==> src/rtl/sha1_arbiter_if.sv <==
// sha1_arbiter_if: requester streams, core input, core result and tagged output ports of sha1_arbiter
interface sha1_arbiter_if #(parameter int N = 4);
  localparam int SW = ($clog2(N) < 1) ? 1 : $clog2(N);
  logic [N-1:0]    s_tvalid;
  logic [N-1:0]    s_tready;
  logic [N-1:0]    s_tlast;
  logic [N*32-1:0] s_tid;
  logic [N*8-1:0]  s_tdata;
  logic            m_tready;
  logic            m_tvalid;
  logic            m_tlast;
  logic [31:0]     m_tid;
  logic [7:0]      m_tdata;
  logic            r_ovalid;
  logic [31:0]     r_oid;
  logic [60:0]     r_olen;
  logic [159:0]    r_osha;
  logic            ovalid;
  logic [SW-1:0]   osrc;
  logic [31:0]     oid;
  logic [60:0]     olen;
  logic [159:0]    osha;
  logic            err;
  logic            busy;
  modport slave (
    input  s_tvalid, s_tlast, s_tid, s_tdata, m_tready, r_ovalid, r_oid, r_olen, r_osha,
    output s_tready, m_tvalid, m_tlast, m_tid, m_tdata, ovalid, osrc, oid, olen, osha, err, busy
  );
  modport master (
    output s_tvalid, s_tlast, s_tid, s_tdata, m_tready, r_ovalid, r_oid, r_olen, r_osha,
    input  s_tready, m_tvalid, m_tlast, m_tid, m_tdata, ovalid, osrc, oid, olen, osha, err, busy
  );
endinterface

==> src/rtl/sha1_arbiter.sv <==
// sha1_arbiter: round-robin whole-message sharing of one sha1 core, results tagged with their requester
module sha1_arbiter #(
  parameter int N     = 4,
  parameter int DEPTH = 4
) (
  input logic             clk,
  input logic             rstn,
  sha1_arbiter_if.slave   bus
);
  localparam int SW = ($clog2(N) < 1) ? 1 : $clog2(N);
  localparam int AW = $clog2(DEPTH);
  typedef enum logic {ARB, XFER} state_t;
  state_t        state, state_nx;
  logic [SW-1:0] grant, last, pick, hi_pick, lo_pick;
  logic          hi_found, found, push, pop, full, empty;
  logic [SW-1:0] fifo [DEPTH];
  logic [AW-1:0] wp, rp;
  logic [AW:0]   cnt;
  assign full  = cnt == (AW+1)'(DEPTH);
  assign empty = cnt == '0;
  assign pop   = bus.r_ovalid && !empty;
  assign found = |bus.s_tvalid;
  assign pick  = hi_found ? hi_pick : lo_pick;
  assign bus.busy = (state == XFER) || !empty;
  // lowest valid index above last wins, otherwise wrap to the lowest valid index
  always_comb begin
    hi_found = 1'b0;
    hi_pick  = '0;
    lo_pick  = '0;
    for (int j = N - 1; j >= 0; j--) begin
      if (bus.s_tvalid[j] && SW'(j) > last) begin
        hi_found = 1'b1;
        hi_pick  = SW'(j);
      end
      if (bus.s_tvalid[j]) lo_pick = SW'(j);
    end
  end
  always_comb begin
    state_nx     = state;
    push         = 1'b0;
    bus.m_tvalid = 1'b0;
    bus.m_tlast  = 1'b0;
    bus.m_tid    = '0;
    bus.m_tdata  = '0;
    bus.s_tready = '0;
    for (int i = 0; i < N; i++) begin
      if (state == XFER && grant == SW'(i)) begin
        bus.m_tvalid    = bus.s_tvalid[i];
        bus.m_tlast     = bus.s_tlast[i];
        bus.m_tid       = bus.s_tid[32*i +: 32];
        bus.m_tdata     = bus.s_tdata[8*i +: 8];
        bus.s_tready[i] = bus.m_tready;
      end
    end
    if (state == ARB) begin
      push     = found && !full;
      state_nx = push ? XFER : ARB;
    end else if (bus.m_tvalid && bus.m_tready && bus.m_tlast) begin
      state_nx = ARB;
    end
  end
  always_ff @(posedge clk) if (push) fifo[wp] <= pick;
  always_ff @(posedge clk or negedge rstn) begin
    if (!rstn) begin
      state      <= ARB;
      grant      <= '0;
      last       <= SW'(N - 1);
      wp         <= '0;
      rp         <= '0;
      cnt        <= '0;
      bus.ovalid <= 1'b0;
      bus.osrc   <= '0;
      bus.oid    <= '0;
      bus.olen   <= '0;
      bus.osha   <= '0;
      bus.err    <= 1'b0;
    end else begin
      state      <= state_nx;
      grant      <= push ? pick : grant;
      last       <= push ? pick : last;
      wp         <= push ? wp + 1'b1 : wp;
      rp         <= pop ? rp + 1'b1 : rp;
      cnt        <= (push && !pop) ? cnt + 1'b1 : (!push && pop) ? cnt - 1'b1 : cnt;
      bus.ovalid <= bus.r_ovalid;
      bus.err    <= bus.err || (bus.r_ovalid && empty);
      if (bus.r_ovalid) begin
        bus.osrc <= empty ? '0 : fifo[rp];
        bus.oid  <= bus.r_oid;
        bus.olen <= bus.r_olen;
        bus.osha <= bus.r_osha;
      end
    end
  end
endmodule

==> src/flat_wrapper.sv <==
// flat-port wrapper written by rule: the top's interface ports become plain ports
module sha1_arbiter_flat 
#(
  parameter int N     = 4,
  parameter int DEPTH = 4
)
  (clk, rstn, bus_s_tvalid, bus_s_tlast, bus_s_tid, bus_s_tdata, bus_m_tready, bus_r_ovalid, bus_r_oid, bus_r_olen, bus_r_osha, bus_s_tready, bus_m_tvalid, bus_m_tlast, bus_m_tid, bus_m_tdata, bus_ovalid, bus_osrc, bus_oid, bus_olen, bus_osha, bus_err, bus_busy);
  sha1_arbiter_if #(.N(N)) bus_i ();
  input logic clk;
  input logic rstn;
  input wire logic [$bits(bus_i.s_tvalid)-1:0] bus_s_tvalid;
  input wire logic [$bits(bus_i.s_tlast)-1:0] bus_s_tlast;
  input wire logic [$bits(bus_i.s_tid)-1:0] bus_s_tid;
  input wire logic [$bits(bus_i.s_tdata)-1:0] bus_s_tdata;
  input wire logic [$bits(bus_i.m_tready)-1:0] bus_m_tready;
  input wire logic [$bits(bus_i.r_ovalid)-1:0] bus_r_ovalid;
  input wire logic [$bits(bus_i.r_oid)-1:0] bus_r_oid;
  input wire logic [$bits(bus_i.r_olen)-1:0] bus_r_olen;
  input wire logic [$bits(bus_i.r_osha)-1:0] bus_r_osha;
  output wire logic [$bits(bus_i.s_tready)-1:0] bus_s_tready;
  output wire logic [$bits(bus_i.m_tvalid)-1:0] bus_m_tvalid;
  output wire logic [$bits(bus_i.m_tlast)-1:0] bus_m_tlast;
  output wire logic [$bits(bus_i.m_tid)-1:0] bus_m_tid;
  output wire logic [$bits(bus_i.m_tdata)-1:0] bus_m_tdata;
  output wire logic [$bits(bus_i.ovalid)-1:0] bus_ovalid;
  output wire logic [$bits(bus_i.osrc)-1:0] bus_osrc;
  output wire logic [$bits(bus_i.oid)-1:0] bus_oid;
  output wire logic [$bits(bus_i.olen)-1:0] bus_olen;
  output wire logic [$bits(bus_i.osha)-1:0] bus_osha;
  output wire logic [$bits(bus_i.err)-1:0] bus_err;
  output wire logic [$bits(bus_i.busy)-1:0] bus_busy;
  assign bus_i.s_tvalid = bus_s_tvalid;
  assign bus_i.s_tlast = bus_s_tlast;
  assign bus_i.s_tid = bus_s_tid;
  assign bus_i.s_tdata = bus_s_tdata;
  assign bus_i.m_tready = bus_m_tready;
  assign bus_i.r_ovalid = bus_r_ovalid;
  assign bus_i.r_oid = bus_r_oid;
  assign bus_i.r_olen = bus_r_olen;
  assign bus_i.r_osha = bus_r_osha;
  assign bus_s_tready = bus_i.s_tready;
  assign bus_m_tvalid = bus_i.m_tvalid;
  assign bus_m_tlast = bus_i.m_tlast;
  assign bus_m_tid = bus_i.m_tid;
  assign bus_m_tdata = bus_i.m_tdata;
  assign bus_ovalid = bus_i.ovalid;
  assign bus_osrc = bus_i.osrc;
  assign bus_oid = bus_i.oid;
  assign bus_olen = bus_i.olen;
  assign bus_osha = bus_i.osha;
  assign bus_err = bus_i.err;
  assign bus_busy = bus_i.busy;
  sha1_arbiter #(.N(N), .DEPTH(DEPTH)) u_core (.clk(clk), .rstn(rstn), .bus(bus_i));
endmodule
==> config.mk <==
export PLATFORM = sky130hd
export DESIGN_NAME = sha1_arbiter_flat
export DESIGN_NICKNAME = d
export VERILOG_FILES = /design/src/rtl/sha1_arbiter_if.sv /design/src/rtl/sha1_arbiter.sv /design/src/flat_wrapper.sv
export SDC_FILE = /design/constraint.sdc
export NUM_CORES = 1
export LEC_CHECK = 0
export BUFFER_PORTS_ARGS = -buffer_cell sky130_fd_sc_hd__buf_2
export CAP_MARGIN = 20
export CORE_AREA = 2 2 285 287
export CTS_CLUSTER_SIZE = 28
export DETAILED_ROUTE_END_ITERATION = 12
export DIE_AREA = 0 0 287 289
export PLACE_DENSITY = 0.43
export SYNTH_ARGS = -nofsm -noshare
export SYNTH_HDL_FRONTEND = slang
export SYNTH_SLANG_ARGS = --single-unit
==> constraint.sdc <==
create_clock -name clk -period 2.5 [get_ports clk]
set_input_delay 0.125 -clock clk [delete_from_list [all_inputs] [get_ports clk]]
set_output_delay 0.125 -clock clk [all_outputs]
set_load 0.005 [all_outputs]
# After elaboration in Yosys (flattened, before gate mapping)
# Memory sizes are Yosys's and may differ from the RTL's.
# Cells that the tools add are included.
[word_totals] regBits=269 latchBits=0 ramBits=8 mem_bits_ro=0 out_inout_bits=304 mem_count=1
[classes] addsub=4 multipliers=0 n_div=0 n_lt_le_gt_ge=4 eq_ne=4 n_shift=0 muxes=42 bitwise_logic=0 reduce_logical=25
[mem_list] memory="u_core.fifo" words=4 word_bits=2 rd=1 rd_clocked_by_memory_dff=0 write_ports=1 line_no="sha1_arbiter.sv:16" rtl="logic [SW-1:0] fifo [DEPTH];"
[op_table] operator="32-bit 2-to-1 mux" count=4
[op_table] operator="8-bit 2-to-1 mux" count=4
[op_table] operator="1-bit 2-to-1 mux" count=22
[op_table] operator="2-bit 2-to-1 mux" count=10
[op_table] operator="1-bit logical AND" count=15
[op_table] operator="3-bit 2-to-1 mux" count=2
[op_table] operator="2-bit by 1-bit adder with 2-bit output, second input constant" count=2
[op_table] operator="2-bit == test, second input constant" count=2
[op_table] operator="1-bit by 2-bit greater-than comparator with 1-bit output, first input constant" count=2
[op_table] operator="2-bit greater-than comparator, first input constant" count=2
[op_table] operator="1-bit logical NOT" count=4
[op_table] operator="4-bit OR reduction" count=1
[op_table] operator="3-bit by 1-bit adder with 3-bit output, second input constant" count=1
[op_table] operator="3-bit == test, second input constant" count=1
[op_table] operator="3-bit logical NOT" count=1
[op_table] operator="3-bit by 1-bit subtractor with 3-bit output, second input constant" count=1
[op_table] operator="2-bit by 1-bit == test with 1-bit output, second input constant" count=1
[op_table] operator="2-bit logical NOT" count=1
[op_table] operator="1-bit logical OR" count=2
[op_table] operator="2-bit nonzero test" count=1

# Longest topological paths before layout
[logic_depth] word_depth=10 depth_mapped=9 ltp_nobuf=9

# Least setup slack after synthesis
# No wires, ideal clock.
[synth_path] path_kind="register to register" from="register u_core.cnt[0]" to="register u_core.cnt[2]" arrival_ns=1.943 path_slack_ns=0.478 path_stages_with_launch=10 path_buffers=0 synth_period_minus_slack_ns=2.022 cell_sequence="dfrtp_1 > nor2_1 > a211o_2 > inv_2 > ha_1 > inv_1 > fa_1 > xor2_1 > nor2_1 > xor2_1"
[synth_via] elab_chain_len=7
[synth_rtl] element="start: declaration" line_no="sha1_arbiter.sv:18" rtl="logic [AW:0] cnt;"
[synth_rtl] element="start signal: assignment" line_no="sha1_arbiter.sv:83" rtl="cnt <= (push && !pop) ? cnt + 1'b1 : (!push && pop) ? cnt - 1'b1 : cnt;"
[synth_rtl] element="3-bit == test (*)" line_no="sha1_arbiter.sv:19" rtl="assign full = cnt == (AW+1)'(DEPTH);"
[synth_rtl] element="1-bit logical NOT (*)" line_no="sha1_arbiter.sv:56" rtl="push = found && !full;"
[synth_rtl] element="1-bit logical AND (*)" line_no="sha1_arbiter.sv:56"
[synth_rtl] element="1-bit 2-to-1 mux (*)" line_no="sha1_arbiter.sv:55" rtl="if (state == ARB) begin"
[synth_rtl] element="named net u_core.push" line_no="sha1_arbiter.sv:15" rtl="logic hi_found, found, push, pop, full, empty;"
[synth_rtl] element="1-bit logical NOT" line_no="sha1_arbiter.sv:83"
[synth_rtl] element="1-bit logical AND" line_no="sha1_arbiter.sv:83"
[synth_rtl] element="2-bit nonzero test (no source line)"
# Mark *: on every way through the listed nets, which the timed path passes. The rest lies on a longest branch. The select of a mux whose other input is x is not followed.
# A chain may end at the register's enable or synchronous reset.

# Final worst setup path
[layout_path] from="register u_core.grant[0]" to="output port bus_m_tid[8]"
[layout_via] elab_chain_len=6
[layout_rtl] element="start: declaration" line_no="sha1_arbiter.sv:14" rtl="logic [SW-1:0] grant, last, pick, hi_pick, lo_pick;"
[layout_rtl] element="start signal: assignment" line_no="sha1_arbiter.sv:79" rtl="grant <= push ? pick : grant;"
[layout_rtl] element="2-bit logical NOT" line_no="sha1_arbiter.sv:47" rtl="if (state == XFER && grant == SW'(i)) begin"
[layout_rtl] element="1-bit logical AND" line_no="sha1_arbiter.sv:47"
[layout_rtl] element="32-bit 2-to-1 mux (3 in series)" line_no="sha1_arbiter.sv:47"
[layout_rtl] element="32-bit 2-to-1 mux (*)" line_no="sha1_arbiter.sv:47"
[layout_rtl] element="end: declaration" line_no="flat_wrapper.sv:23" rtl="output wire logic [$bits(bus_i.m_tid)-1:0] bus_m_tid;"
# Every way passes the cells marked *; elsewhere a longest branch is shown, timed or not.

==> results.md <==
- The flow ran to the end, and the final reports show no timing, DRC or antenna violations.
- The largest area contributor in the synthesized netlist is sky130_fd_sc_hd__dfrtp_1.
- The slowest stage of the critical path is the sky130_fd_sc_hd__mux4_2 cell.
- Yosys mapped a number of flops with a built-in enable equal to 8.
- Of all flip-flops after synthesis, the portion carrying an async set or reset was 0.971.
- The average vias per placed instance is 3.60.
- The number of hold violations in the final report is 0.
- In the synthesized netlist, the cells that appear most often are 267 x sky130_fd_sc_hd__dfrtp_1, 255 x sky130_fd_sc_hd__mux2_2, 46 x sky130_fd_sc_hd__and2_1, 44 x sky130_fd_sc_hd__mux4_2, 34 x sky130_fd_sc_hd__buf_2.
- The final count of pins violating max slew is 0.
- The post-synthesis register bit count is 277.
- The leakage dissipation is 9.45 nW.
- The post-detailed-placement half-perimeter wirelength is 35500 um.
- The antenna diode count is 0.
- The clock skew is 0.00692 ns.
- The share of synthesized area in the top cell type comes to 0.567.
- The total of warnings raised by yosys is 0.
- The detail route stage leaves a number of antenna-violating nets equal to 0.
- The synthesized area per cell is 16.2 um^2.
- The cell area that synthesis handed to floorplanning was 11800 um^2.
- In the post-synthesis netlist, the biggest area contributors are sky130_fd_sc_hd__dfrtp_1 57%, sky130_fd_sc_hd__mux2_2 24%, sky130_fd_sc_hd__mux4_2 8.4%, sky130_fd_sc_hd__and2_1 2.4%, sky130_fd_sc_hd__edfxtp_1 2.0%.
- The clock insertion delay at the later pin of the skew report is 0.51 ns.
- The floorplan die area is 82900 um^2.
- Setup violations remaining at the end of the flow were counted as 0.
- The critical path buffer and inverter count is 2.
- Setup repair after global routing left no endpoint under its margin.
- The required time of the critical path is 2.38 ns.
- The layout filler cell count is 8508.
- The number of antenna violations at the first check in global routing is 1.
- The most instantiated library cell after synthesis is sky130_fd_sc_hd__dfrtp_1.
- The biggest cell delay along the critical path is 0.52 ns.
- The number of global-route vias before repair came to 11300.
- The root buffer cell is sky130_fd_sc_hd__clkbuf_16.
- The worst setup path is captured at an output pin.
- Wires add up to 45800 um.
- The remaining global-route overflow is 0.
- The number of iterations in the first detailed-routing pass is 4.
- The number of top-level design ports is 729.
- Clock tree synthesis inserted a total of 35 buffers.
- The core box area is 79900 um^2.
- The total routing resource utilization after global routing is 0.103.
- The worst hold-check path type is in -> reg.
- In this run the core area contains 104 standard-cell rows.
- The initial DRC count is 215.
- The worst-path maximum fanout is 25.
- In the final layout, the share of cells above drive strength 1 is 0.632.
- After layout, the design draws a total of 14.8 mW.
- The minimum period implied by the final worst setup slack is 2.25 ns.
- The number of I/O port buffers is 728.
- The maximum number of buffers from clock root to sink is 3.
- STA classifies the critical path startpoint as a flop.
- The first global-routing pass estimated 65600 um of wire.
- Counting every sink on the clock net gives 277.
- From synthesis to final layout, the design area changed by 73.3%.
- The final estimated routing congestion in global placement is 0.931.
- The max capacitance violation total is 0.
- The maximum achievable frequency is 445 MHz.
- The floorplan die height is 289 um.
- Power spread over the standard cell area amounts to 725 nW/um^2.
- Detailed routing inserted a total of 10100 vias.
- The cell count after synthesis is 726.
- Measured against its own limit, the worst slew margin works out to 0.466.
- The number of nets produced by synthesis is 1157.
- The clock slew seen by the registers of the worst setup and hold paths is 0.05 ns.
- For this run, design rule violations remaining after detail routing come to 0.
- The effective utilization at floorplan is 0.147.
- The detailed-route wire length per cell is 16.3 um.
- The maximum vdd drop is 0.367 mV.
- The distinct cell type count of the synthesized netlist is 36.
- The CTS tree is done.
- At the pin with the least slew margin, the transition time is 0.800 ns.
- For this run, the register share of the synthesized area comes to 0.592.
- The kind of cell adding the most delay to the critical path is multiplexers.
- The dominant register cell in the synthesized netlist is sky130_fd_sc_hd__dfrtp_1.
- The arrival time at the worst endpoint is 2.12 ns.
- The depth of the CTS H-tree is 2.
- The largest net degree at the start of global routing is 120.
- The floorplan die width is 287 um.
- The critical path goes through buf_12 > mux4_2 > and2_1 > buf_2.
- Of the available clock period, the critical path in the final layout requires 0.899.
- The layout net count is 2157.
- The setup TNS is 0 ns.
- By startpoint and endpoint, the worst setup path is classified as reg -> out.
## layout make-up
cell class	instances	area, um^2	share of cell area
Clock inverter	9	87.6	0.00429
Sequential cell	277	6980	0.342
Inverter	11	41.3	0.00202
Timing Repair Buffer	1007	6490	0.318
Clock buffer	50	992	0.0486
Tap cell	1060	1330	0.0650
Multi-Input combinational cell	394	4500	0.221
## routing by layer
metal | track usage | wire [um] | vias up
met5 | 0 | 0 | -
met4 | 0.0531 | 2160 | 0
met3 | 0.0282 | 3480 | 90
met2 | 0.193 | 24100 | 448
met1 | 0.103 | 16100 | 4952
li1 | - | - | 4622
## placed cells by master (no fill, tap or decap), types with 6 or more instances in the layout
cell                            instances
sky130_fd_sc_hd__clkbuf_16             35
sky130_fd_sc_hd__dfrtp_1              265
sky130_fd_sc_hd__edfxtp_1               8
sky130_fd_sc_hd__buf_4                 15
sky130_fd_sc_hd__buf_12                 7
sky130_fd_sc_hd__buf_2                726
sky130_fd_sc_hd__mux2_2               255
sky130_fd_sc_hd__inv_1                 10
sky130_fd_sc_hd__mux4_2                44
sky130_fd_sc_hd__clkbuf_8               6
sky130_fd_sc_hd__dlygate4sd3_1        257
sky130_fd_sc_hd__and2_1                46
sky130_fd_sc_hd__clkbuf_1               9
## per-stage QoR
| stage | setup WS [ns] | cell area [um^2] | instances | hold WS [ns] | utilization |
|---|---|---|---|---|---|
| 6_report | 0.252 | 20400 | 2808 | 0.104 | 0.256 |
| 2_1_floorplan | 0.478 | 11800 | 726 | -0.171 | - |
| 5_1_grt | 0.119 | 20400 | 2808 | 0.115 | 0.256 |
| 4_1_cts | 0.0300 | 20400 | 2805 | 0.0591 | 0.255 |
| 3_5_place_dp | 0.261 | 16700 | 2489 | 0.169 | 0.210 |
| 3_3_place_gp | 0.261 | 16700 | 2489 | 0.169 | 0.210 |
## kinds of logic after synthesis
family / count (synthesis) / synth area share
AO/OA/AOI/OAI: 17 / 0.00966
XOR/XNOR: 6 / 0.00446
adder cells (fa/ha/maj): 6 / 0.00701
buffers and inverters: 55 / 0.0259
flip-flops: 277 / 0.592
multiplexers: 299 / 0.328
AND/OR/NAND/NOR: 66 / 0.0332
## power by group
part,internal (mW),switching (mW)
Sequential,5.10,0.338
Clock,2.86,1.97
Combinational,2.57,1.96
Total,10.5,4.27
## worst reg2reg max path: cells and delay by family (launching register included)
kind                     cells  cell delay (ns)
adder cells (fa/ha/maj)      2             0.59
flip-flops                   1             0.42
AO/OA/AOI/OAI                1             0.39
XOR/XNOR                     2             0.33
buffers and inverters        2             0.23
AND/OR/NAND/NOR              2             0.18
## path summary, 6_finish.rpt
kind	cells after the start	endpoint	slack, ns	from
worst max-delay path	4	bus_m_tid[8]	0.25	u_core.grant[0]
worst min-delay path	4	u_core.last[1]	0.10	bus_s_tvalid[2]
worst max register to register	9	u_core.cnt[2]	0.28	u_core.cnt[0]
worst min register to register	1	u_core.bus.err	0.47	u_core.bus.err
max in group asynchronous	3	u_core.bus.osha[38]	1.53	rstn
min in group asynchronous	2	u_core.bus.osha[73]	0.17	rstn
## what timing repair did
action | 4_1_cts | 5_1_grt
cloned | 0 | 0
gates resized for setup | 1 | 0
buffers inserted | 0 | 3
endpoints found under the hold margin | 317 | 0
hold buffers | 257 | 0
setup endpoints to repair | 3 | 1
## registers in the layout, indices dropped and copies added (netlist names)
name and flops:
u_core.bus.ovalid 1, u_core.bus.oid 32, u_core.bus.err 1, u_core.grant 2, u_core.bus.osha 160, u_core.last 2, u_core.fifo 8, u_core.wp 2
u_core.rp 2, u_core.bus.olen 61, u_core.bus.osrc 2, u_core.state 1, u_core.cnt 3
Note: power is estimated with default switching activity, not from simulation.
